File: src/rtl/pipeline_ctrl.sv
// Central 5-stage pipeline sequencer: latch enables/flushes, PC enable,
// memory request gating, halt freeze and a saturating stall counter.
module pipeline_ctrl #(
    parameter int unsigned CNT_W     = 32,
    parameter bit          HAZARD_EN = 1'b1
) (
    input  logic             CLK,
    input  logic             nRST,
    input  logic             ihit,
    input  logic             dhit,
    input  logic             ex_mem_dREN,
    input  logic             ex_mem_dWEN,
    input  logic             id_ex_dREN,
    input  logic [4:0]       id_ex_rt,
    input  logic [4:0]       if_id_rs,
    input  logic [4:0]       if_id_rt,
    input  logic             redirect,
    input  logic             mem_wb_halt,
    output logic             imem_ren,
    output logic             dmem_req,
    output logic             pc_en,
    output logic             if_id_en,
    output logic             id_ex_en,
    output logic             ex_mem_en,
    output logic             mem_wb_en,
    output logic             if_id_flush,
    output logic             id_ex_flush,
    output logic             ex_mem_flush,
    output logic             halted,
    output logic [CNT_W-1:0] stall_cycles
);

    typedef enum logic {RUN = 1'b0, HALT = 1'b1} state_t;

    state_t           state, state_next;
    logic             ihit_seen, ihit_seen_next;
    logic             dhit_seen, dhit_seen_next;
    logic             halted_next;
    logic [CNT_W-1:0] stall_cycles_next;

    logic run, dmem_op, advance, load_use, bubble;

    // State, sticky hit flags, halt flag and counter
    always_ff @(posedge CLK) begin
        if (!nRST) begin
            state        <= RUN;
            ihit_seen    <= 1'b0;
            dhit_seen    <= 1'b0;
            halted       <= 1'b0;
            stall_cycles <= '0;
        end else begin
            state        <= state_next;
            ihit_seen    <= ihit_seen_next;
            dhit_seen    <= dhit_seen_next;
            halted       <= halted_next;
            stall_cycles <= stall_cycles_next;
        end
    end

    // Next state and all combinational outputs; everything is 0 while in reset
    always_comb begin
        state_next        = state;
        ihit_seen_next    = ihit_seen;
        dhit_seen_next    = dhit_seen;
        halted_next       = halted;
        stall_cycles_next = stall_cycles;
        imem_ren          = 1'b0;
        dmem_req          = 1'b0;
        pc_en             = 1'b0;
        if_id_en          = 1'b0;
        id_ex_en          = 1'b0;
        ex_mem_en         = 1'b0;
        mem_wb_en         = 1'b0;
        if_id_flush       = 1'b0;
        id_ex_flush       = 1'b0;
        ex_mem_flush      = 1'b0;

        run      = nRST && (state == RUN);
        dmem_op  = ex_mem_dREN || ex_mem_dWEN;
        advance  = run && !mem_wb_halt && (ihit || ihit_seen)
                   && (!dmem_op || dhit || dhit_seen);
        load_use = HAZARD_EN && id_ex_dREN && (id_ex_rt != 5'd0)
                   && ((id_ex_rt == if_id_rs) || (id_ex_rt == if_id_rt));
        bubble   = load_use && !redirect;

        imem_ren = run && !ihit_seen;
        dmem_req = run && dmem_op && !dhit_seen;

        if (advance) begin
            pc_en     = 1'b1;
            if_id_en  = 1'b1;
            id_ex_en  = 1'b1;
            ex_mem_en = 1'b1;
            mem_wb_en = 1'b1;
            // Redirect wins: the hazard instruction is squashed anyway
            if (redirect) begin
                if_id_flush  = 1'b1;
                id_ex_flush  = 1'b1;
                ex_mem_flush = 1'b1;
            end else if (load_use) begin
                pc_en       = 1'b0;
                if_id_en    = 1'b0;
                id_ex_flush = 1'b1;
            end
        end

        if (run) begin
            if (advance) begin
                ihit_seen_next = 1'b0;
                dhit_seen_next = 1'b0;
            end else begin
                ihit_seen_next = ihit_seen || ihit;
                dhit_seen_next = dhit_seen || (dhit && dmem_op);
            end
            if (mem_wb_halt) begin
                state_next  = HALT;
                halted_next = 1'b1;
            end else if ((!advance || bubble) && (stall_cycles != '1)) begin
                stall_cycles_next = stall_cycles + CNT_W'(1);
            end
        end
    end

endmodule
File: config.mk
export PLATFORM = sky130hd
export DESIGN_NAME = pipeline_ctrl
export DESIGN_NICKNAME = d
export VERILOG_FILES = /design/src/rtl/pipeline_ctrl.sv
export SDC_FILE = /design/constraint.sdc
export NUM_CORES = 1
export LEC_CHECK = 0
export ABC_AREA = 1
export CELL_PAD_IN_SITES_DETAIL_PLACEMENT = 1
export CELL_PAD_IN_SITES_GLOBAL_PLACEMENT = 1
export CORE_MARGIN = 3
export CORE_UTILIZATION = 31
export CTS_BUF_LIST = sky130_fd_sc_hd__clkbuf_4 sky130_fd_sc_hd__clkbuf_8
export DETAILED_ROUTE_END_ITERATION = 16
export PLACE_DENSITY_LB_ADDON = 0.1
export SKIP_CTS_REPAIR_TIMING = 1
export SKIP_LAST_GASP = 1
export SLEW_MARGIN = 20
export SYNTH_ARGS = -nofsm -noshare
export SYNTH_HDL_FRONTEND = slang
export SYNTH_SLANG_ARGS = --single-unit
File: constraint.sdc
create_clock -name CLK -period 2.55 [get_ports CLK]
set_clock_uncertainty 0.2 [all_clocks]
set_input_delay 0.765 -clock CLK [delete_from_list [all_inputs] [get_ports CLK]]
set_output_delay 0.765 -clock CLK [all_outputs]
set_load 0.02 [all_outputs]
# Word-level counts from Yosys, hierarchy flattened
# Cells that the tools add are included.
# word_totals
regBits	35
memories	0
output_inout_bits	43
rom_bits	0
in_bits	24
wordCells	49
latch_bits	0
mem_bits_rw	0
# classes
n_shift	0
addsub	1
magnitude_cmp	0
n_div	0
reduce_logical	28
n_eq_ne	3
mul	0
bitwise_logic	2
n_mux	11
# ops
op	count
$add A32 B1 Y32 const B	1
$ne A32 B32 Y1 const B	1
$logic_and A1 B1 Y1	12
$mux W1	11
$eq A5 B5 Y1	2
$logic_or A1 B1 Y1	7
$logic_not A1 Y1	6
$reduce_bool A5 Y1	1
$reduce_and A3 Y1	1
$not A1 Y1	2
$reduce_and A2 Y1	1

# Logic depth before layout (Yosys ltp)
# depth
word_depth	9
mapped_depth	13
mapped_depth_nobuf	13

# Worst setup path before layout
# Ideal clock, no wire load.
# synth_path
path_kind	input-to-output
start	input port ex_mem_dWEN
end	output port if_id_flush
path_buffers	2
cell_stages	7
arrival_time_ns	1.996
required_time_ns	1.585
slack_ns	-0.411
cell_sequence	or2_2 -> nand3_1 -> and2_1 -> buf_4 -> inv_1 -> nor2_1 -> buf_4
# synth_via
elab_chain_cells	6
# synth_rtl
element	line_no	rtl
from (decl)	12	input logic ex_mem_dWEN,
$logic_or A1 B1 Y1	79	dmem_op = ex_mem_dREN || ex_mem_dWEN;
$logic_not A1 Y1	81	&& (!dmem_op || dhit || dhit_seen);
$logic_or A1 B1 Y1 (2 in a row)	81	
$logic_and A1 B1 Y1	81	
$mux W1	-	
to (decl)	26	output logic if_id_flush,
# Every way passes these cells.

# Final worst setup path
# layout_path
start	input port nRST
end	output port id_ex_flush
# layout_via
elab_chain_cells	5
# layout_rtl
element	line_no	rtl
from (decl)	8	input logic nRST,
$logic_and A1 B1 Y1	78	run = nRST && (state == RUN);
$logic_and A1 B1 Y1 (2 in a row)	80	advance = run && !mem_wb_halt && (ihit || ihit_seen)
$logic_and A1 B1 Y1	81	
$mux W1	89	if (advance) begin
to (decl)	27	output logic id_ex_flush,
# Every way passes these cells.

==> metrics.log <==
[metrics] status: complete, but fails checks
[metrics] violations in the final reports: setup timing
[metrics] total design power: 1.22 mW
[metrics] number of DRC violations after detailed-routing iteration 0: 94
[metrics] Post-Syn Instances: 443
[metrics] count of flip-flops with a built-in enable after synthesis: 0
[metrics] maximum clock frequency: 373 MHz
[metrics] vias per cell: 4.72
[metrics] number of ports placed on the die boundary: 67
[metrics] clock-pin slew on the worst setup and hold paths: 0.08 ns
[metrics] setup slack after layout: -0.132 ns
[metrics] element type at the critical path end: output port
[metrics] dominant register cell in the synthesized netlist: sky130_fd_sc_hd__dfxtp_1
[metrics] Total Routed Length: 8300 um
[metrics] max-capacitance violation count: 0
[metrics] initial antenna violation count: 0
[metrics] initial standard-cell utilization of the core: 32.0%
[metrics] category of the most critical setup path: in -> out
[metrics] worst vdd ir: 0.253 mV
[metrics] pin count of the biggest net entering global routing: 52
[metrics] stage delay of the slowest cell on the critical path: 0.22 ns
[metrics] clock tree from TritonCTS: built
[metrics] Total Die Area: 9660 sq um
[metrics] worst endpoint required time: 1.59 ns
[metrics] count of cells along the worst register-to-register path: 13
[metrics] number of buffers on the longest clock path: 2
[metrics] worst reg2reg path startpoint: stall_cycles[0]
[metrics] layout cells sized above 1: 20.5%
[metrics] overall track demand over capacity in global routing: 17.6%
[metrics] wire length per cell: 13.2 um
[metrics] cells traversed along the worst timing path: buf_6 > buf_6 > inv_12 > nor2_4 > nand2_2 > nor2_2 > and2_4 > inv_4 > a21oi_2 > buf_6
[metrics] critical register-to-register path endpoint: stall_cycles[20]
[metrics] Yosys Warn Count: 0
[metrics] Post-Layout Inst Area: 3730 sq um
[metrics] final hold vios: 0
[metrics] P_leak: 1.75 nW
[metrics] final count of pins violating max slew: 0
[metrics] CTS HTree Levels: 2
[metrics] mean instance size in the synthesized netlist: 5.96 sq um
[metrics] placed cell areas: 3520 sq um
[metrics] synthesized netlist net count: 468
[metrics] period utilisation layout: 105%
[metrics] worst min-delay path startpoint: ihit_seen
[metrics] library cell used as clock root buffer: sky130_fd_sc_hd__clkbuf_8
[metrics] final net count: 546
[metrics] sequential element share of the synthesized area: 26.5%
[metrics] number of port buffers: 66
[metrics] overflow left after global routing: 0
[metrics] final hold slack: 0.334 ns
[metrics] fraction of synthesis flops using an asynchronous set or reset pin: 0%
[metrics] arrival time reported for the critical path endpoint: 1.72 ns
[metrics] classification of the worst-slack hold path: reg -> reg
[metrics] number of placement rows: 33
[metrics] measured slew at the worst slew-check pin: 0.417 ns
[metrics] power density of the placed cells: 328 nW/um^2
[metrics] number of detailed-routing iterations run before antenna repair: 4
[metrics] commonest cells after routing, fill and taps aside: sky130_fd_sc_hd__nand2_1 (114), sky130_fd_sc_hd__nor2_1 (66), sky130_fd_sc_hd__inv_1 (66)
[metrics] library cell occupying the most area in the post-synthesis netlist: sky130_fd_sc_hd__dfxtp_1
[metrics] final critical delay including setup and external delays: 2.68 ns
[metrics] post-synthesis instance area: 2640 sq um
[metrics] WHS Path Cells: 2
[metrics] most common cell after layout, fill and taps aside: sky130_fd_sc_hd__nand2_1
[metrics] die height: 98.3 um
[metrics] post-synthesis register bit count: 35
[metrics] detailed-placement wirelength estimate: 6250 um
[metrics] core area: 8260 sq um
[metrics] Buf+Inv Stages, Crit Path: 5
[metrics] aggregate negative setup slack: -0.820 ns
[metrics] cell family contributing the most delay on the critical path: simple AND/OR/NAND/NOR gates
[metrics] Chip Width: 98.3 um
[metrics] Worst setup startpoint: nRST
[metrics] number of global-route vias before repair: 2975
[metrics] reg2reg setup slack: 0.28 ns
[metrics] global-route wire length before repair: 14200 um
[metrics] number of buffers inserted during clock tree synthesis: 5
[metrics] number of sinks driven by the clock tree: 35
[metrics] CP most frequent cell: sky130_fd_sc_hd__buf_6
[metrics] number of distinct library cells after synthesis: 30
[metrics] destination of the worst hold path: ihit_seen
[metrics] overall via count from detail_route: 2960
[metrics] setup repair after global routing missed its margin: yes
[metrics] crit-path max FO: 7
[metrics] final setup violation count: 8
[metrics] Clk Latency, worst-skew pair: 0.29 ns
[metrics] share of the synthesized area in the top cell type: 26.5%
[metrics] diode count: 0
[metrics] Placer Congestion: 0.802
[metrics] Relative slew margins: 72.0%
[metrics] Post-route DRC: 0
[metrics] Area Overhead vs Synth: 41.3%
[metrics] Critical Path Source Type: input port
[metrics] antenna-violating nets left: 0
[metrics] Critical Path Slowest Stage Cell: sky130_fd_sc_hd__and2_4
[metrics] main area contributors after synthesis: sky130_fd_sc_hd__dfxtp_1 (27%), sky130_fd_sc_hd__nand2_1 (17%), sky130_fd_sc_hd__inv_1 (11%)
==> metrics by stage <==
stage,setup WS [ns],std cells,utilization (%)
floorplan,-0.153,443,-
global placement,-1.14,617,42.7
CTS,-1.19,625,43.9
finish,-0.132,627,45.2
detailed placement,-1.18,617,42.7
global route,-0.209,627,45.2
==> registers in the layout, indices dropped and copies added, names as in the netlist <==
signal,flops
state,1
ihit_seen,1
stall_cycles,32
dhit_seen,1
==> routing by layer <==
metal  up-vias  track usage, %  share of wire (%)
li1       1523               -                  -
met1      1396            24.0                 47
met2        37            29.1                 49
met3         4            3.36                3.2
met4         0            3.47               0.70
met5         -               0                  0
==> tightest hold or removal path: stages, from the launching register on <==
cell and delay, ns:
sky130_fd_sc_hd__dfxtp_1 0.33, sky130_fd_sc_hd__a21oi_1 0.11, sky130_fd_sc_hd__nor3_1 0.05
==> kinds of logic (layout without fill, tap and decap cells) <==
kind of cell / count (synthesis) / count (layout) / share of synthesized area, %
buffers and inverters: 100 / 179 / 17.3
AND/OR/NAND/NOR: 298 / 298 / 53.4
AO/OA/AOI/OAI: 5 / 5 / 0.947
XOR/XNOR: 4 / 4 / 1.33
flip-flops: 35 / 35 / 26.5
adder cells (fa/ha/maj): 1 / 1 / 0.474
==> final cells by class <==
type,count,area (sq um)
inverter,81,329
clock inverter,1,8.76
clock buffer,7,90.1
sequential,35,701
multi-input combinational,308,1570
timing repair buffer,90,902
fill,1091,4530
tap,105,131
==> how the worst max path moves through the flow <==
stage | slack (ns) | end | depth (start not counted)
finish | -0.13 | id_ex_flush | 10
floorplan | -0.15 | pc_en | 10
global route | -0.21 | if_id_flush | 10
detailed placement | -1.18 | if_id_flush | 11
global placement | -1.14 | ex_mem_flush | 11
CTS | -1.19 | if_id_flush | 11
==> synth_stat cells (all sizes together) (2+ instances only) <==
cell,count
nor3,18
clkbuf,2
nand3,42
buf,17
nand4,27
a21oi,3
nand2,126
nor2,80
o21ai,2
dfxtp,35
xnor2,3
clkinv,2
inv,79
==> where the power goes <==
group          leakage, nW  internal [mW]  switching (mW)  total, mW
Sequential           0.283          0.553         0.00771      0.561
Clock               0.0519          0.232           0.220      0.452
Combinational         1.42         0.0995           0.111      0.210
(Power assumes the default switching activity.)
